$ cat config.mk
export PLATFORM = sky130hd
export DESIGN_NAME = bip_sequencer_flat
export DESIGN_NICKNAME = d
export VERILOG_FILES = /design/src/rtl/bip_sequencer_if.sv /design/src/rtl/bip_sequencer.sv /design/src/flat_wrapper.sv
export SDC_FILE = /design/constraint.sdc
export NUM_CORES = 1
export LEC_CHECK = 0
export ABC_AREA = 1
export BUFFER_PORTS_ARGS = -buffer_cell sky130_fd_sc_hd__buf_2
export CORE_UTILIZATION = 55
export DETAILED_ROUTE_END_ITERATION = 6
export PLACE_DENSITY = 0.77
export SYNTH_ARGS = -nofsm -noshare
export SYNTH_HDL_FRONTEND = slang
export SYNTH_SLANG_ARGS = --single-unit
export TNS_END_PERCENT = 30
$ cat constraint.sdc
create_clock -name clk -period 3.1 [get_ports clk]
set_clock_uncertainty 0.15 [all_clocks]
set_input_delay 0.31 -clock clk [delete_from_list [all_inputs] [get_ports clk]]
set_output_delay 0.31 -clock clk [all_outputs]
set_load 0.05 [all_outputs]
$ cat src/rtl/bip_sequencer_if.sv
`default_nettype none
// ---------------------------------------------------------------------------
// bip_sequencer_if : sequencer <-> program memory / data RAM / datapath bundle
// Revision: 1.0
// ---------------------------------------------------------------------------
interface bip_sequencer_if #(
  parameter int PC_W  = 11,
  parameter int OPC_W = 5,
  parameter int CNT_W = 32
);
  logic                    start;
  logic [OPC_W+PC_W-1:0]   instr_data;
  logic [PC_W-1:0]         address_output;
  logic [PC_W-1:0]         data_addr;
  logic [PC_W-1:0]         operand;
  logic [1:0]              sel_a;
  logic                    op_sub;
  logic                    wr_acc;
  logic                    wr_ram;
  logic                    halted;
  logic [CNT_W-1:0]        cycle_count;

  modport master (
    input  start, instr_data,
    output address_output, data_addr, operand, sel_a, op_sub,
           wr_acc, wr_ram, halted, cycle_count
  );

  modport slave (
    output start, instr_data,
    input  address_output, data_addr, operand, sel_a, op_sub,
           wr_acc, wr_ram, halted, cycle_count
  );
endinterface
`default_nettype wire

$ cat src/rtl/bip_sequencer.sv
`default_nettype none
// ---------------------------------------------------------------------------
// bip_sequencer : multi-cycle fetch/decode/execute control unit for BIP
// Revision: 1.0
// ---------------------------------------------------------------------------
module bip_sequencer #(
  parameter int PC_W  = 11,
  parameter int OPC_W = 5,
  parameter int CNT_W = 32
) (
  input  logic            clk,
  input  logic            rst_n,
  bip_sequencer_if.master bus
);

  localparam int IW = OPC_W + PC_W;

  localparam logic [OPC_W-1:0] OP_HLT  = OPC_W'(0);
  localparam logic [OPC_W-1:0] OP_STO  = OPC_W'(1);
  localparam logic [OPC_W-1:0] OP_LD   = OPC_W'(2);
  localparam logic [OPC_W-1:0] OP_LDI  = OPC_W'(3);
  localparam logic [OPC_W-1:0] OP_ADD  = OPC_W'(4);
  localparam logic [OPC_W-1:0] OP_ADDI = OPC_W'(5);
  localparam logic [OPC_W-1:0] OP_SUB  = OPC_W'(6);
  localparam logic [OPC_W-1:0] OP_SUBI = OPC_W'(7);

  typedef enum logic [2:0] {
    S_IDLE    = 3'd0,
    S_FETCH   = 3'd1,
    S_DECODE  = 3'd2,
    S_OPERAND = 3'd3,
    S_EXEC    = 3'd4,
    S_HALT    = 3'd5
  } state_t;

  state_t           state_q, state_d;
  logic [PC_W-1:0]  pc_q, pc_d;
  logic [IW-1:0]    ir_q, ir_d;
  logic [CNT_W-1:0] cnt_q, cnt_d;
  logic [1:0]       sel_a_q, sel_a_d;
  logic             op_sub_q, op_sub_d;
  logic             wr_acc_q, wr_acc_d;
  logic             wr_ram_q, wr_ram_d;

  logic [OPC_W-1:0] dec_opc;
  logic             enter_exec;
  logic             running;

  // Strobes are registered, so the opcode must be known on the edge entering
  // EXEC: straight from memory when DECODE jumps to EXEC, else from IR.
  assign dec_opc = (state_q == S_DECODE) ? bus.instr_data[IW-1:PC_W]
                                         : ir_q[IW-1:PC_W];

  assign running = (state_q == S_FETCH) || (state_q == S_DECODE) ||
                   (state_q == S_OPERAND) || (state_q == S_EXEC);

  always_comb begin
    state_d    = state_q;
    pc_d       = pc_q;
    ir_d       = ir_q;
    cnt_d      = cnt_q;
    sel_a_d    = sel_a_q;
    op_sub_d   = op_sub_q;
    wr_acc_d   = 1'b0;
    wr_ram_d   = 1'b0;
    enter_exec = 1'b0;

    case (state_q)
      S_IDLE: begin
        if (bus.start) state_d = S_FETCH;
      end
      S_FETCH: begin
        state_d = S_DECODE;
      end
      S_DECODE: begin
        ir_d = bus.instr_data;
        if (dec_opc == OP_LD || dec_opc == OP_ADD || dec_opc == OP_SUB) begin
          state_d = S_OPERAND;
        end else begin
          state_d    = S_EXEC;
          enter_exec = 1'b1;
        end
      end
      S_OPERAND: begin
        state_d    = S_EXEC;
        enter_exec = 1'b1;
      end
      S_EXEC: begin
        if (ir_q[IW-1:PC_W] == OP_HLT) begin
          state_d = S_HALT;
        end else begin
          pc_d    = pc_q + 1'b1;
          state_d = S_FETCH;
        end
      end
      S_HALT: begin
        state_d = S_HALT;
      end
      default: begin
        state_d = S_IDLE;
      end
    endcase

    if (enter_exec) begin
      case (dec_opc)
        OP_STO: wr_ram_d = 1'b1;
        OP_LD: begin
          wr_acc_d = 1'b1;
          sel_a_d  = 2'd0;
        end
        OP_LDI: begin
          wr_acc_d = 1'b1;
          sel_a_d  = 2'd1;
        end
        OP_ADD, OP_ADDI: begin
          wr_acc_d = 1'b1;
          sel_a_d  = 2'd2;
          op_sub_d = 1'b0;
        end
        OP_SUB, OP_SUBI: begin
          wr_acc_d = 1'b1;
          sel_a_d  = 2'd2;
          op_sub_d = 1'b1;
        end
        default: ;
      endcase
    end

    if (running && (cnt_q != {CNT_W{1'b1}})) cnt_d = cnt_q + 1'b1;
  end

  always_ff @(posedge clk or negedge rst_n) begin
    if (!rst_n) begin
      state_q  <= S_IDLE;
      pc_q     <= '0;
      ir_q     <= '0;
      cnt_q    <= '0;
      sel_a_q  <= 2'd0;
      op_sub_q <= 1'b0;
      wr_acc_q <= 1'b0;
      wr_ram_q <= 1'b0;
    end else begin
      state_q  <= state_d;
      pc_q     <= pc_d;
      ir_q     <= ir_d;
      cnt_q    <= cnt_d;
      sel_a_q  <= sel_a_d;
      op_sub_q <= op_sub_d;
      wr_acc_q <= wr_acc_d;
      wr_ram_q <= wr_ram_d;
    end
  end

  assign bus.address_output = pc_q;
  assign bus.data_addr      = ir_q[PC_W-1:0];
  assign bus.operand        = ir_q[PC_W-1:0];
  assign bus.sel_a          = sel_a_q;
  assign bus.op_sub         = op_sub_q;
  assign bus.wr_acc         = wr_acc_q;
  assign bus.wr_ram         = wr_ram_q;
  assign bus.halted         = (state_q == S_HALT);
  assign bus.cycle_count    = cnt_q;

endmodule
`default_nettype wire

$ cat src/flat_wrapper.sv
// flat-port wrapper written by rule: the top's interface ports become plain ports
module bip_sequencer_flat 
#(
  parameter int PC_W  = 11,
  parameter int OPC_W = 5,
  parameter int CNT_W = 32
)
  (clk, rst_n, bus_start, bus_instr_data, bus_address_output, bus_data_addr, bus_operand, bus_sel_a, bus_op_sub, bus_wr_acc, bus_wr_ram, bus_halted, bus_cycle_count);
  bip_sequencer_if #(.PC_W(PC_W), .OPC_W(OPC_W), .CNT_W(CNT_W)) bus_i ();
  input  logic clk;
  input  logic rst_n;
  input wire logic [$bits(bus_i.start)-1:0] bus_start;
  input wire logic [$bits(bus_i.instr_data)-1:0] bus_instr_data;
  output wire logic [$bits(bus_i.address_output)-1:0] bus_address_output;
  output wire logic [$bits(bus_i.data_addr)-1:0] bus_data_addr;
  output wire logic [$bits(bus_i.operand)-1:0] bus_operand;
  output wire logic [$bits(bus_i.sel_a)-1:0] bus_sel_a;
  output wire logic [$bits(bus_i.op_sub)-1:0] bus_op_sub;
  output wire logic [$bits(bus_i.wr_acc)-1:0] bus_wr_acc;
  output wire logic [$bits(bus_i.wr_ram)-1:0] bus_wr_ram;
  output wire logic [$bits(bus_i.halted)-1:0] bus_halted;
  output wire logic [$bits(bus_i.cycle_count)-1:0] bus_cycle_count;
  assign bus_i.start = bus_start;
  assign bus_i.instr_data = bus_instr_data;
  assign bus_address_output = bus_i.address_output;
  assign bus_data_addr = bus_i.data_addr;
  assign bus_operand = bus_i.operand;
  assign bus_sel_a = bus_i.sel_a;
  assign bus_op_sub = bus_i.op_sub;
  assign bus_wr_acc = bus_i.wr_acc;
  assign bus_wr_ram = bus_i.wr_ram;
  assign bus_halted = bus_i.halted;
  assign bus_cycle_count = bus_i.cycle_count;
  bip_sequencer #(.PC_W(PC_W), .OPC_W(OPC_W), .CNT_W(CNT_W)) u_core (.clk(clk), .rst_n(rst_n), .bus(bus_i));
endmodule
# Yosys cells after proc, flatten, opt, wreduce, memory -nomap -nowiden
# Cells that the tools add are included.
# W data, S select, Z words.
# classes
bitwise_logic	1
muxes	13
div_mod_pow	0
shift	0
magnitude_cmp	0
n_mul	0
add_sub_neg	2
n_reduce_logical	17
n_eq_ne	14
# op_table
operator	n
$add A32 B1 Y32 const B	1
$ne A32 B32 Y1 const B	1
$eq A5 B3 Y1 const B	4
$pmux W3 S6	1
$add A11 B1 Y11 const B	1
$eq A5 B2 Y1 const B	2
$mux W3	3
$eq A3 B2 Y1 const B	2
$eq A3 B3 Y1 const B	2
$pmux W2 S3	1
$reduce_and A2 Y1	3
$reduce_or A6 Y1	1
$eq A5 B1 Y1 const B	1
$logic_not A5 Y1	1
$logic_or A1 B1 Y1	5
$mux W1	5
$mux W5	1
$pmux W1 S2	2
$reduce_or A2 Y1	2
$reduce_or A4 Y1	1
$eq A3 B1 Y1 const B	1
$logic_not A3 Y1	1
$reduce_bool A3 Y1	1
$ne A2 B2 Y1 const B	1
other kinds (3)	3
# word_totals
elab_cells	55
mem_count	0
latchBits	0
ramBits	0
regBits	67
rom_bits	0
inputBits	19

# Logic depth before layout (Yosys ltp)
# logic_depth
word_depth	8
ltp_mapped	11
mapped_depth_nobuf	10

# Least setup slack after synthesis
# Ideal clock, no wire load.
# synth_timing
path_kind	register to register
from	register u_core.cnt_q[0] (netlist: u_core.bus.cycle_count[0])
to	register u_core.cnt_q[25] (netlist: u_core.bus.cycle_count[25])
required_time_ns	2.832
setup_ns	0.118
slack_ns	0.979
stages_incl_launch_ff	12
arrival_time_ns	1.853
cell_sequence	dfrtp_1 -> ha_1 -> inv_2 -> nor2_4 -> nand2_4 -> nor2_4 -> nand2_1 -> nand2_2 -> inv_2 -> buf_2 -> nand2_1 -> nand2_1
# synth_between
elab_chain_cells	2
# synth_rtl
element	line_no	text
start: declaration	bip_sequencer.sv:39	logic [CNT_W-1:0] cnt_q, cnt_d;
start signal: assignment	bip_sequencer.sv:146	cnt_q <= cnt_d;
branches (longest 2 deep; another with $add A32 B1 Y32)	-	
# Several ways; the timed one is not identified.
# A chain may end at the register's enable or synchronous reset.

# Final worst setup path
# layout_timing
from	register u_core.state_q[1]
to	register u_core.cnt_q[8] (netlist: u_core.bus.cycle_count[8])
# layout_between
elab_chain_cells	5
# layout_rtl
element	line_no	text
start: declaration	bip_sequencer.sv:36	state_t state_q, state_d;
start signal: assignment	bip_sequencer.sv:143	state_q <= state_d;
$eq A3 B1 Y1 / $eq A3 B2 Y1 (equally long branches)	bip_sequencer.sv:54	assign running = (state_q == S_FETCH) || (state_q == S_DECODE) ||
$logic_or A1 B1 Y1 (2 in series)	bip_sequencer.sv:54	
$logic_or A1 B1 Y1 *	bip_sequencer.sv:55	(state_q == S_OPERAND) || (state_q == S_EXEC);
$logic_and A1 B1 Y1 *	bip_sequencer.sv:129	if (running && (cnt_q != {CNT_W{1'b1}})) cnt_d = cnt_q + 1'b1;
# Every way passes the cells marked *; elsewhere a longest branch is shown, timed or not.

==> flow_summary.json <==
{
  "outcome": "complete, no violations",
  "drc": 0,
  "path_common_cell": "nand2_1",
  "synth_area_per_cell_um2": 7.62,
  "path_max_fanout": 26,
  "rsz0062_at_grt": "false",
  "total_power_uw": 3940,
  "insertedDiodeCount": 0,
  "ff_latch_area_mm2": 0.00168,
  "wl_per_cell_um": 12.0,
  "endpoint_kind": "register",
  "vias": 3371,
  "drtIter0Drc": 173,
  "grt_overflow": 0,
  "postCtsResizedCells": 0,
  "cts.sinks": 67,
  "crit_start": "u_core.state_q[1]",
  "ys_ff_latch": 67,
  "ys_seq_area_frac": 0.430,
  "place.gp.congestion": 0.939,
  "grt_antenna_before_repair": 0,
  "synth_cells": 512,
  "fin_crit_ps": 2140,
  "max_freq_ghz": 0.468,
  "hpwl_mm": 6.27,
  "vias_per_cell": 4.93,
  "hold_violations": 0,
  "setup_viol": 0,
  "ioPinCount": 90,
  "dieArea_mm2": 0.00743,
  "grt_pass1_wl_mm": 13.9,
  "grt_max_degree": 68,
  "finalSetupTns_ps": 0,
  "netlist_area_mm2": 0.00390,
  "multiInputGateArea_mm2": 0.00182,
  "cap_violations": 0,
  "crit_slowest_cell": "dfrtp_1",
  "relSlewSlack": 0.450,
  "grt_pass1_vias": 3151,
  "r2r_start": "u_core.state_q[1]",
  "cpPeakStageDelay_ps": 560,
  "drt-total-wl_mm": 8.21,
  "required_ps": 3230,
  "clk_pin_slew_worst_paths_ps": 80,
  "drt_pass1_iterations": 4,
  "fp.coreArea_mm2": 0.00683,
  "final_antenna_net_count": 0,
  "crit_type": "reg -> reg",
  "area_growth_pct": 13.4,
  "place_area_mm2": 0.00424,
  "arrival_ps": 2270,
  "post_cts_buffers": 0,
  "p_leak_uw": 0.00228,
  "finalInstanceArea_mm2": 0.00442,
  "grt_usage": 0.241,
  "drv_slew": 0,
  "pwr_density_cell_mw_per_mm2": 890,
  "cp_cell_sequence": "inv_2, nand2_1, inv_1, nor2_1, or2_2, nand2_2, inv_2, nand2_1, nand2_1",
  "clockBufferDepth": 2,
  "clk-insertion-delay-late_ps": 340,
  "start_util": 0.571,
  "cts_max_level": 3,
  "tritoncts": "built",
  "fin_nets": 604,
  "clk_root_buffer_cell": "clkbuf_8",
  "rows": 30,
  "holdCritPathClass": "in -> async",
  "irDropWorstVdd_mv": 0.656,
  "cts_hold_buf": 0,
  "crit_path_start_kind": "register",
  "die_width_um": 86.2,
  "cts_made_buffers": 9,
  "fill_cells": 629,
  "synth_cell_types": 29,
  "synth_warnings": 0,
  "whs_ps": 5.52,
  "syn_nets": 533,
  "fin_crit_sh": 0.689,
  "worstMarginPinSlew_ps": 825,
  "drive_gt1_frac": 0.226,
  "die_y_um": 86.2,
  "port_buffers": 89
}
## cells in the final DEF, fill, tap and decap left out, types with 2 or more instances in the layout
master      instances
nor3_2              2
clkinvlp_4          2
xnor2_1             6
nor2_2              3
nand3_1            14
nor2_4              3
o21ai_0             4
buf_4               2
o21ai_1             4
xor2_1             30
nand4_1             9
nand2_1           204
nor3_1              4
nand3b_1            7
ha_1                2
clkbuf_8           10
nor2_1             59
mux2_2             11
buf_2              89
inv_1              41
inv_2               4
dfrtp_1            67
nand2_4             2
## report_power, final
part | switching, µW | leakage, µW | internal [µW]
Clock | 348 | 0.0000859 | 315
Combinational | 1530 | 0.00131 | 467
Sequential | 187 | 0.000877 | 1090
## worst paths after layout
kind                                                   end  slack, ps  depth (start not counted)
worst max-delay path             u_core.bus.cycle_count[8]        960                          9
worst min-delay path            u_core.bus.cycle_count[10]          6                          2
worst max register to register   u_core.bus.cycle_count[8]        960                          9
worst min register to register         u_core.bus.sel_a[1]        330                          2
max in group asynchronous       u_core.bus.cycle_count[20]       2260                          2
min in group clk                            u_core.ir_q[7]         50                          2
## state kept, by name (all words and copies together), names as in the netlist
signal / cells
u_core.state_q: 3
u_core.ir_q: 16
u_core.bus.cycle_count: 32
u_core.bus.op_sub: 1
u_core.bus.address_output: 11
u_core.bus.wr_ram: 1
u_core.bus.wr_acc: 1
u_core.bus.sel_a: 2
## cells in the mapped netlist
master / number / area share
nand2_1: 204 / 0.20
nor2_1: 59 / 0.057
buf_6: 3 / 0.0087
mux2_2: 11 / 0.032
nor2_4: 3 / 0.0087
o21ai_1: 4 / 0.0051
o21ai_0: 4 / 0.0051
ha_1: 2 / 0.0064
nor3_1: 4 / 0.0051
inv_1: 41 / 0.039
nand3_1: 14 / 0.018
xor2_1: 30 / 0.067
a21oi_1: 1 / 0.0013
xnor2_1: 6 / 0.013
o22ai_1: 1 / 0.0016
nor3_2: 2 / 0.0051
a21boi_1: 1 / 0.0019
nor2_2: 3 / 0.0048
clkbuf_1: 1 / 0.00096
nand2_2: 1 / 0.0016
nand4_1: 9 / 0.014
inv_2: 4 / 0.0038
buf_8: 1 / 0.0038
nand2_4: 2 / 0.0058
nand3b_1: 7 / 0.013
dfrtp_1: 67 / 0.43
buf_2: 4 / 0.0051
or2_2: 1 / 0.0016
buf_4: 22 / 0.042
## critical path, delay by kind of cell, from the launching register on
family | cells | cell delay (ps)
simple gates | 6 | 790
buf+inv | 3 | 540
flops | 1 | 560
## layout make-up
| class | count | area share |
|---|---|---|
| Multi-Input combinational cell | 369 | 0.411 |
| Sequential cell | 67 | 0.379 |
| Timing Repair Buffer | 91 | 0.104 |
| Inverter | 45 | 0.0382 |
| Clock buffer | 11 | 0.0320 |
| Tap cell | 96 | 0.0272 |
| Clock inverter | 5 | 0.00849 |
## logic make-up after synthesis
| logic type | count (synthesis) | synth area share |
|---|---|---|
| DFF | 67 | 0.430 |
| muxes | 11 | 0.0318 |
| and+or+nand+nor | 309 | 0.332 |
| adders and majority gates | 2 | 0.00642 |
| buffers and inverters | 76 | 0.104 |
| xor gates and xnor gates | 36 | 0.0808 |
| AOI/OAI and AO/OA | 11 | 0.0151 |
## per-layer routing
metal / global-route usage / wire length (µm) / up-vias
met5: 0 / 0 / -
met4: 0.126 / 250 / 0
met3: 0.0362 / 379 / 17
met2: 0.416 / 3990 / 97
met1: 0.293 / 3590 / 1562
li1: - / - / 1695
## stage by stage
step | worst slack, ps | instances | utilization
after floorplan | 979 | 512 | -
after global placement | 1070 | 668 | 0.621
after detailed placement | 977 | 668 | 0.621
after CTS | 965 | 684 | 0.647
after global routing | 744 | 684 | 0.647
final | 963 | 684 | 0.647
Note: power is estimated with default switching activity, not from simulation.
